### src/rtl/uart_ctrl_pkg.sv
// Shared register map, bit positions and TX sequencer states for the UART bus controller.
package uart_ctrl_pkg;

    localparam logic [2:0] ADR_DATA   = 3'd4;
    localparam logic [2:0] ADR_STATUS = 3'd5;
    localparam logic [2:0] ADR_CTRL   = 3'd6;

    localparam int unsigned ST_OVR  = 3;
    localparam int unsigned ST_FERR = 4;

    localparam int unsigned CT_RXIE = 0;
    localparam int unsigned CT_TXIE = 1;

    typedef enum logic [1:0] {
        TX_IDLE  = 2'd0,
        TX_LOAD  = 2'd1,
        TX_WAITB = 2'd2,
        TX_WAITD = 2'd3
    } tx_state_e;

    typedef struct packed {
        logic [15:0] rsvd_hi;
        logic [7:0]  rx_count;
        logic [2:0]  rsvd_lo;
        logic        ferr;
        logic        ovr;
        logic        txfull;
        logic        txdone;
        logic        rxne;
    } status_t;

endpackage

### src/rtl/uart_ctrl_sync_fifo.sv
// Synchronous FIFO with combinational head and same-cycle push+pop, also when full.
module sync_fifo #(
    parameter int unsigned WIDTH = 8,
    parameter int unsigned DEPTH = 4
) (
    input  logic                     clk,
    input  logic                     reset,
    input  logic                     i_push,
    input  logic [WIDTH-1:0]         i_wdata,
    input  logic                     i_pop,
    output logic [WIDTH-1:0]         o_rdata_c,
    output logic [$clog2(DEPTH):0]   o_count
);
    localparam int unsigned AW = $clog2(DEPTH);
    localparam int unsigned CW = AW + 1;

    logic [WIDTH-1:0] r_mem [DEPTH];
    logic [AW-1:0]    r_wptr;
    logic [AW-1:0]    r_rptr;
    logic [CW-1:0]    r_count;
    logic             w_full;
    logic             w_empty;
    logic             w_do_push;
    logic             w_do_pop;

    assign w_full    = (r_count == CW'(DEPTH));
    assign w_empty   = (r_count == '0);
    assign w_do_pop  = i_pop && !w_empty;
    // A pop frees the slot the full-case push overwrites, so both may proceed.
    assign w_do_push = i_push && (!w_full || w_do_pop);

    always_ff @(posedge clk or posedge reset) begin
        if (reset) begin
            r_wptr  <= '0;
            r_rptr  <= '0;
            r_count <= '0;
        end else begin
            if (w_do_push) r_wptr <= r_wptr + AW'(1);
            if (w_do_pop)  r_rptr <= r_rptr + AW'(1);
            case ({w_do_push, w_do_pop})
                2'b10:   r_count <= r_count + CW'(1);
                2'b01:   r_count <= r_count - CW'(1);
                default: r_count <= r_count;
            endcase
        end
    end

    always_ff @(posedge clk) begin
        if (w_do_push) r_mem[r_wptr] <= i_wdata;
    end

    assign o_rdata_c = r_mem[r_rptr];
    assign o_count   = r_count;

endmodule

### src/rtl/uart_ctrl.sv
// UART bus controller: register decode, RX/TX FIFOs, sticky flags, TX sequencer, flow control.
// Optional CTRL register and interrupt output enabled by defining UART_IRQ_EN.
module uart_ctrl
    import uart_ctrl_pkg::*;
#(
    parameter int unsigned RX_DEPTH   = 8,
    parameter int unsigned TX_DEPTH   = 4,
    parameter int unsigned HOLD_LEVEL = RX_DEPTH - 2
) (
    input  logic        clk,
    input  logic        reset,
    input  logic        bus_sel,
    input  logic        bus_we,
    input  logic [2:0]  bus_adr,
    input  logic [7:0]  bus_wdata,
    output logic [31:0] bus_rdata,
    output logic        bus_ready,
    input  logic [7:0]  rx_data,
    input  logic        rx_valid,
    input  logic        rx_ferr,
    output logic [7:0]  tx_data,
    output logic        tx_start,
    input  logic        tx_busy,
    output logic        rx_hold,
    output logic        irq
);
    localparam int unsigned RX_CW = $clog2(RX_DEPTH) + 1;
    localparam int unsigned TX_CW = $clog2(TX_DEPTH) + 1;

    tx_state_e        r_state;
    tx_state_e        w_state_nxt;
    logic [31:0]      r_bus_rdata;
    logic             r_bus_ready;
    logic [7:0]       r_tx_data;
    logic             r_tx_start;
    logic             r_rx_hold;
    logic             r_ovr;
    logic             r_ferr;

    logic [7:0]       w_rx_head;
    logic [7:0]       w_tx_head;
    logic [RX_CW-1:0] w_rx_count;
    logic [TX_CW-1:0] w_tx_count;
    logic             w_rx_full, w_rx_empty, w_tx_full, w_tx_empty;
    logic             w_adr_data, w_adr_status;
    logic             w_acc, w_stall, w_fire, w_rd, w_wr;
    logic             w_rx_pop, w_tx_push, w_tx_pop;
    logic             w_txdone;
    status_t          w_status;
    logic [31:0]      w_rdata;

    sync_fifo #(.WIDTH(8), .DEPTH(RX_DEPTH)) u_rx_fifo (
        .clk       (clk),
        .reset     (reset),
        .i_push    (rx_valid),
        .i_wdata   (rx_data),
        .i_pop     (w_rx_pop),
        .o_rdata_c (w_rx_head),
        .o_count   (w_rx_count)
    );

    sync_fifo #(.WIDTH(8), .DEPTH(TX_DEPTH)) u_tx_fifo (
        .clk       (clk),
        .reset     (reset),
        .i_push    (w_tx_push),
        .i_wdata   (bus_wdata),
        .i_pop     (w_tx_pop),
        .o_rdata_c (w_tx_head),
        .o_count   (w_tx_count)
    );

    assign w_rx_full    = (w_rx_count == RX_CW'(RX_DEPTH));
    assign w_rx_empty   = (w_rx_count == '0);
    assign w_tx_full    = (w_tx_count == TX_CW'(TX_DEPTH));
    assign w_tx_empty   = (w_tx_count == '0);
    assign w_adr_data   = (bus_adr == ADR_DATA);
    assign w_adr_status = (bus_adr == ADR_STATUS);

    // One wait state; a DATA write into a full TX FIFO (pre-pop view) waits for a free slot.
    assign w_acc     = bus_sel && !r_bus_ready;
    assign w_stall   = w_acc && bus_we && w_adr_data && w_tx_full;
    assign w_fire    = w_acc && !w_stall;
    assign w_rd      = w_fire && !bus_we;
    assign w_wr      = w_fire && bus_we;
    assign w_rx_pop  = w_rd && w_adr_data && !w_rx_empty;
    assign w_tx_push = w_wr && w_adr_data;
    assign w_txdone  = w_tx_empty && (r_state == TX_IDLE) && !tx_busy;

`ifdef UART_IRQ_EN
    logic [1:0] r_ctrl;
    logic       r_irq;
    logic       w_adr_ctrl;

    assign w_adr_ctrl = (bus_adr == ADR_CTRL);

    always_ff @(posedge clk or posedge reset) begin
        if (reset) begin
            r_ctrl <= '0;
            r_irq  <= 1'b0;
        end else begin
            if (w_wr && w_adr_ctrl) r_ctrl <= bus_wdata[1:0];
            r_irq <= (r_ctrl[CT_RXIE] && !w_rx_empty) || (r_ctrl[CT_TXIE] && w_txdone) ||
                     r_ovr || r_ferr;
        end
    end

    assign irq = r_irq;
`else
    assign irq = 1'b0;
`endif

    always_comb begin
        w_status          = '0;
        w_status.rx_count = 8'(w_rx_count);
        w_status.ferr     = r_ferr;
        w_status.ovr      = r_ovr;
        w_status.txfull   = w_tx_full;
        w_status.txdone   = w_txdone;
        w_status.rxne     = !w_rx_empty;
    end

    always_comb begin
        w_rdata = '0;
        if (w_adr_data && !w_rx_empty) w_rdata = {24'b0, w_rx_head};
        else if (w_adr_status)         w_rdata = w_status;
`ifdef UART_IRQ_EN
        else if (w_adr_ctrl)           w_rdata = {30'b0, r_ctrl};
`endif
    end

    // Bus response, sticky flags (set beats clear) and flow-control registers.
    always_ff @(posedge clk or posedge reset) begin
        if (reset) begin
            r_bus_rdata <= '0;
            r_bus_ready <= 1'b0;
            r_ovr       <= 1'b0;
            r_ferr      <= 1'b0;
            r_rx_hold   <= 1'b0;
        end else begin
            r_bus_ready <= w_fire;
            r_bus_rdata <= w_rd ? w_rdata : 32'b0;
            if (rx_valid && w_rx_full && !w_rx_pop)            r_ovr <= 1'b1;
            else if (w_wr && w_adr_status && bus_wdata[ST_OVR]) r_ovr <= 1'b0;
            if (rx_valid && rx_ferr)                            r_ferr <= 1'b1;
            else if (w_wr && w_adr_status && bus_wdata[ST_FERR]) r_ferr <= 1'b0;
            r_rx_hold <= (w_rx_count >= RX_CW'(HOLD_LEVEL));
        end
    end

    always_ff @(posedge clk or posedge reset) begin
        if (reset) r_state <= TX_IDLE;
        else       r_state <= w_state_nxt;
    end

    always_comb begin
        w_state_nxt = r_state;
        w_tx_pop    = 1'b0;
        case (r_state)
            TX_IDLE:  if (!w_tx_empty && !tx_busy) w_state_nxt = TX_LOAD;
            TX_LOAD: begin
                w_tx_pop    = 1'b1;
                w_state_nxt = TX_WAITB;
            end
            TX_WAITB: if (tx_busy)  w_state_nxt = TX_WAITD;
            TX_WAITD: if (!tx_busy) w_state_nxt = TX_IDLE;
            default:  w_state_nxt = TX_IDLE;
        endcase
    end

    always_ff @(posedge clk or posedge reset) begin
        if (reset) begin
            r_tx_data  <= '0;
            r_tx_start <= 1'b0;
        end else begin
            r_tx_start <= w_tx_pop;
            if (w_tx_pop) r_tx_data <= w_tx_head;
        end
    end

    assign bus_rdata = r_bus_rdata;
    assign bus_ready = r_bus_ready;
    assign tx_data   = r_tx_data;
    assign tx_start  = r_tx_start;
    assign rx_hold   = r_rx_hold;

endmodule

### config.mk
export PLATFORM = sky130hd
export DESIGN_NAME = uart_ctrl
export DESIGN_NICKNAME = d
export VERILOG_FILES = /design/src/rtl/uart_ctrl_pkg.sv /design/src/rtl/uart_ctrl_sync_fifo.sv /design/src/rtl/uart_ctrl.sv
export SDC_FILE = /design/constraint.sdc
export NUM_CORES = 1
export LEC_CHECK = 0
export CORE_ASPECT_RATIO = 1.25
export CORE_UTILIZATION = 55
export CTS_BUF_LIST = sky130_fd_sc_hd__clkbuf_8 sky130_fd_sc_hd__clkbuf_16
export DETAILED_ROUTE_END_ITERATION = 7
export PLACE_DENSITY_LB_ADDON = 0.25
export RECOVER_POWER = 25
export SLEW_MARGIN = 20
export SYNTH_ARGS = -nofsm -noshare
export SYNTH_HDL_FRONTEND = slang
export SYNTH_SLANG_ARGS = --single-unit
### constraint.sdc
create_clock -name clk -period 3.7 [get_ports clk]
set_input_delay 0.37 -clock clk [delete_from_list [all_inputs] [get_ports clk]]
set_output_delay 0.37 -clock clk [all_outputs]
set_load 0.005 [all_outputs]
==> flow_summary.json <==
{
  "synth_edf_count": 96,
  "cp.arrival_ns": 3.03,
  "ys_async_sr_fraction_pct": 31.4,
  "grt_pass1_wl_um": 16500,
  "final_cell_mix": "96 x edfxtp_1, 44 x dfrtp_1, 34 x clkdlybuf4s50_1",
  "placedInstanceArea_sq_um": 6400,
  "final_nets": 446,
  "powerDensity_nw_per_um2": 720,
  "grt_use_met2_pct": 38.3,
  "cts_tree": "yes",
  "tns_ns": 0,
  "required_ns": 3.99,
  "power.total_mw": 5.04,
  "cts-root-buf": "clkbuf_16",
  "die_h_um": 117,
  "wl_um": 10400,
  "hold_buffers": 0,
  "htreeDepth": 4,
  "core_sq_um": 10200,
  "end_kind": "flip-flop",
  "grt_use_total_pct": 21.5,
  "dp_hpwl_um": 6870,
  "postCtsSetupBuffers": 0,
  "path_clk_slew_ns": 0.06,
  "start_util_pct": 57.2,
  "min_path_type": "in2async",
  "rsz0062_at_grt": "no",
  "setup-violations-final": 0,
  "critPathMaxFanout": 8,
  "finalWorstPathRequiredPeriod_ns": 2.74,
  "cts_max_path_buffers": 2,
  "die_w_um": 94.1,
  "use_met3_pct": 5.43,
  "vias_per_cell": 5.45,
  "met1_usage_pct": 24.0,
  "area_delta_synth_final_pct": 19.8,
  "drv_slew": 0,
  "ir_drop_mv": 0.447,
  "finalWorstSetupSlack_ns": 0.963,
  "wl_per_cell_um": 19.0,
  "critPathLaunchType": "input port",
  "startpoint": "bus_adr[2]",
  "seq_area_sq_um": 3980,
  "grt-busiest-layer": "met2",
  "syn-cell-area_sq_um": 5840,
  "fp-row-count": 41,
  "numPortBuffers": 48,
  "ios": 70,
  "preCtsSetupSlack_ns": 0.536,
  "crit_path_top_delay_cell": "or3_1",
  "ys_ff_latch": 140,
  "hold_viol": 0,
  "clk_latency_ns": 0.42,
  "fill_cells": 685,
  "drive_above_1_share_pct": 18.7,
  "hold-worst-slack_ns": 0.498,
  "vias": 2975,
  "synth_cell_types": 44,
  "ys_seq_area_share_pct": 68.3,
  "overflow": 0,
  "gp_congestion": 0.724,
  "syn_inst": 342,
  "slew_headroom_pct": 36.7,
  "grt_pass1_vias": 3065,
  "critPathBufInv": 2,
  "firstDrtPassIters": 6,
  "path_class": "in2reg",
  "outcome": "finished clean",
  "drc": 0,
  "critical_path.max_stage_delay_ns": 0.56,
  "antenna_found_initial": 0,
  "path_cells": "clkdlybuf4s50_1 -> or3b_1 -> or3_1 -> inv_6 -> ha_1 -> xor2_1 -> ha_1 -> a21oi_1 -> xor2_1 -> nor2_1 -> xor2_1",
  "numCtsBuffers": 17,
  "drv_cap": 0,
  "final_common_cell": "edfxtp_1",
  "worstMarginPinSlew_ns": 0.949,
  "final_cell_area_sq_um": 6990,
  "skew_ns": 0.00895,
  "synth_area_per_cell_sq_um": 17.1,
  "p_leak_nw": 2.62,
  "drt_iter0_drc": 119,
  "dieArea_sq_um": 11000,
  "post_cts_resized": 0,
  "synth-main-ff-cell": "edfxtp_1",
  "cpMostUsedCell": "xor2_1",
  "multiInputGateArea_sq_um": 1660,
  "n_antenna_cell": 0,
  "critical-path-top-delay-family": "simple AND/OR/NAND/NOR gates",
  "fmax_mhz": 365,
  "cts_num_sinks": 140,
  "r2r_start": "u_rx_fifo.o_count[1]$_DFFE_PP0P_",
  "final.period_utilization_pct": 74.0,
  "grt_max_degree": 45,
  "synth_warnings": 0,
  "ant_nets": 0
}
[cell type report]
class	count	area share [%]
multi-input combinational	177	23.7
clock inverter	15	2.45
timing repair buffer	56	7.73
sequential	140	57.0
clock buffer	17	6.08
inverter	12	0.716
tap	129	2.31
[flip-flops by register name (all words and copies together) (netlist names), 3 cells and up]
name,cells
u_rx_fifo.r_mem,64
u_tx_fifo.r_mem,32
bus_rdata,12
tx_data,8
u_rx_fifo.o_count,4
u_rx_fifo.r_rptr,3
u_rx_fifo.r_wptr,3
u_tx_fifo.o_count,3
[worst paths after layout]
check | endpoint | slack, ns | cells past startpoint
hold / removal | bus_rdata[4]$_DFF_PP0_ | 0.50 | 2
setup reg to reg | u_rx_fifo.o_count[2]$_DFFE_PP0P_ | 1.00 | 10
max in group asynchronous | u_rx_fifo.r_rptr[0]$_DFFE_PP0P_ | 2.61 | 2
hold reg to reg | r_ovr$_DFFE_PP0P_ | 0.50 | 1
setup / recovery | u_rx_fifo.o_count[2]$_DFFE_PP0P_ | 0.96 | 11
min in group clk | r_ovr$_DFFE_PP0P_ | 0.50 | 1
[Yosys cell counts, types with 2 or more instances]
cell type,number,share of area (%)
a21o_1,3,0.39
a21oi_1,10,0.86
a31oi_1,2,0.21
and2_1,9,0.96
buf_2,6,0.51
buf_4,21,2.7
clkbuf_1,5,0.32
dfrtp_1,44,19
edfxtp_1,96,49
ha_1,15,3.2
inv_1,11,0.71
mux2_1,3,0.58
mux2_2,9,1.7
mux2i_1,10,1.7
mux4_2,24,9.3
nand2_1,12,0.77
nand2b_1,3,0.32
nand3_1,3,0.26
nand3b_1,2,0.26
nor2_1,11,0.71
nor3_1,5,0.43
nor4b_1,3,0.45
or3_1,2,0.21
xnor2_1,7,1.1
xor2_1,7,1.1
[layer usage]
layer,part of all wire (%),vias up
li1,-,1363
met2,55,91
met1,40,1502
met4,1.8,0
met3,3.8,19
met5,0,-
[per-stage QoR]
stage,util (%),cells
after floorplan,-,362
after global placement,62.7,514
after detailed placement,62.7,514
after CTS,68.5,546
after global routing,68.5,546
final,68.5,546
[cells by family (layout without fill, tap and decap cells)]
group,after synthesis,in the layout,synth area share (%)
other,1,21,0.0642
and+or+nand+nor,58,58,5.55
adders and majority gates,16,16,3.56
muxes,46,46,13.3
AOI/OAI and AO/OA,21,21,2.32
DFF,140,140,68.3
xor gates and xnor gates,15,15,2.38
buffers and inverters,45,100,4.59
[report_power, final]
part	internal, mW	total [mW]	switching [mW]
registers	1.96	2.26	0.296
logic	0.640	1.08	0.445
clock network	1.06	1.70	0.639
(Power assumes the default switching activity.)
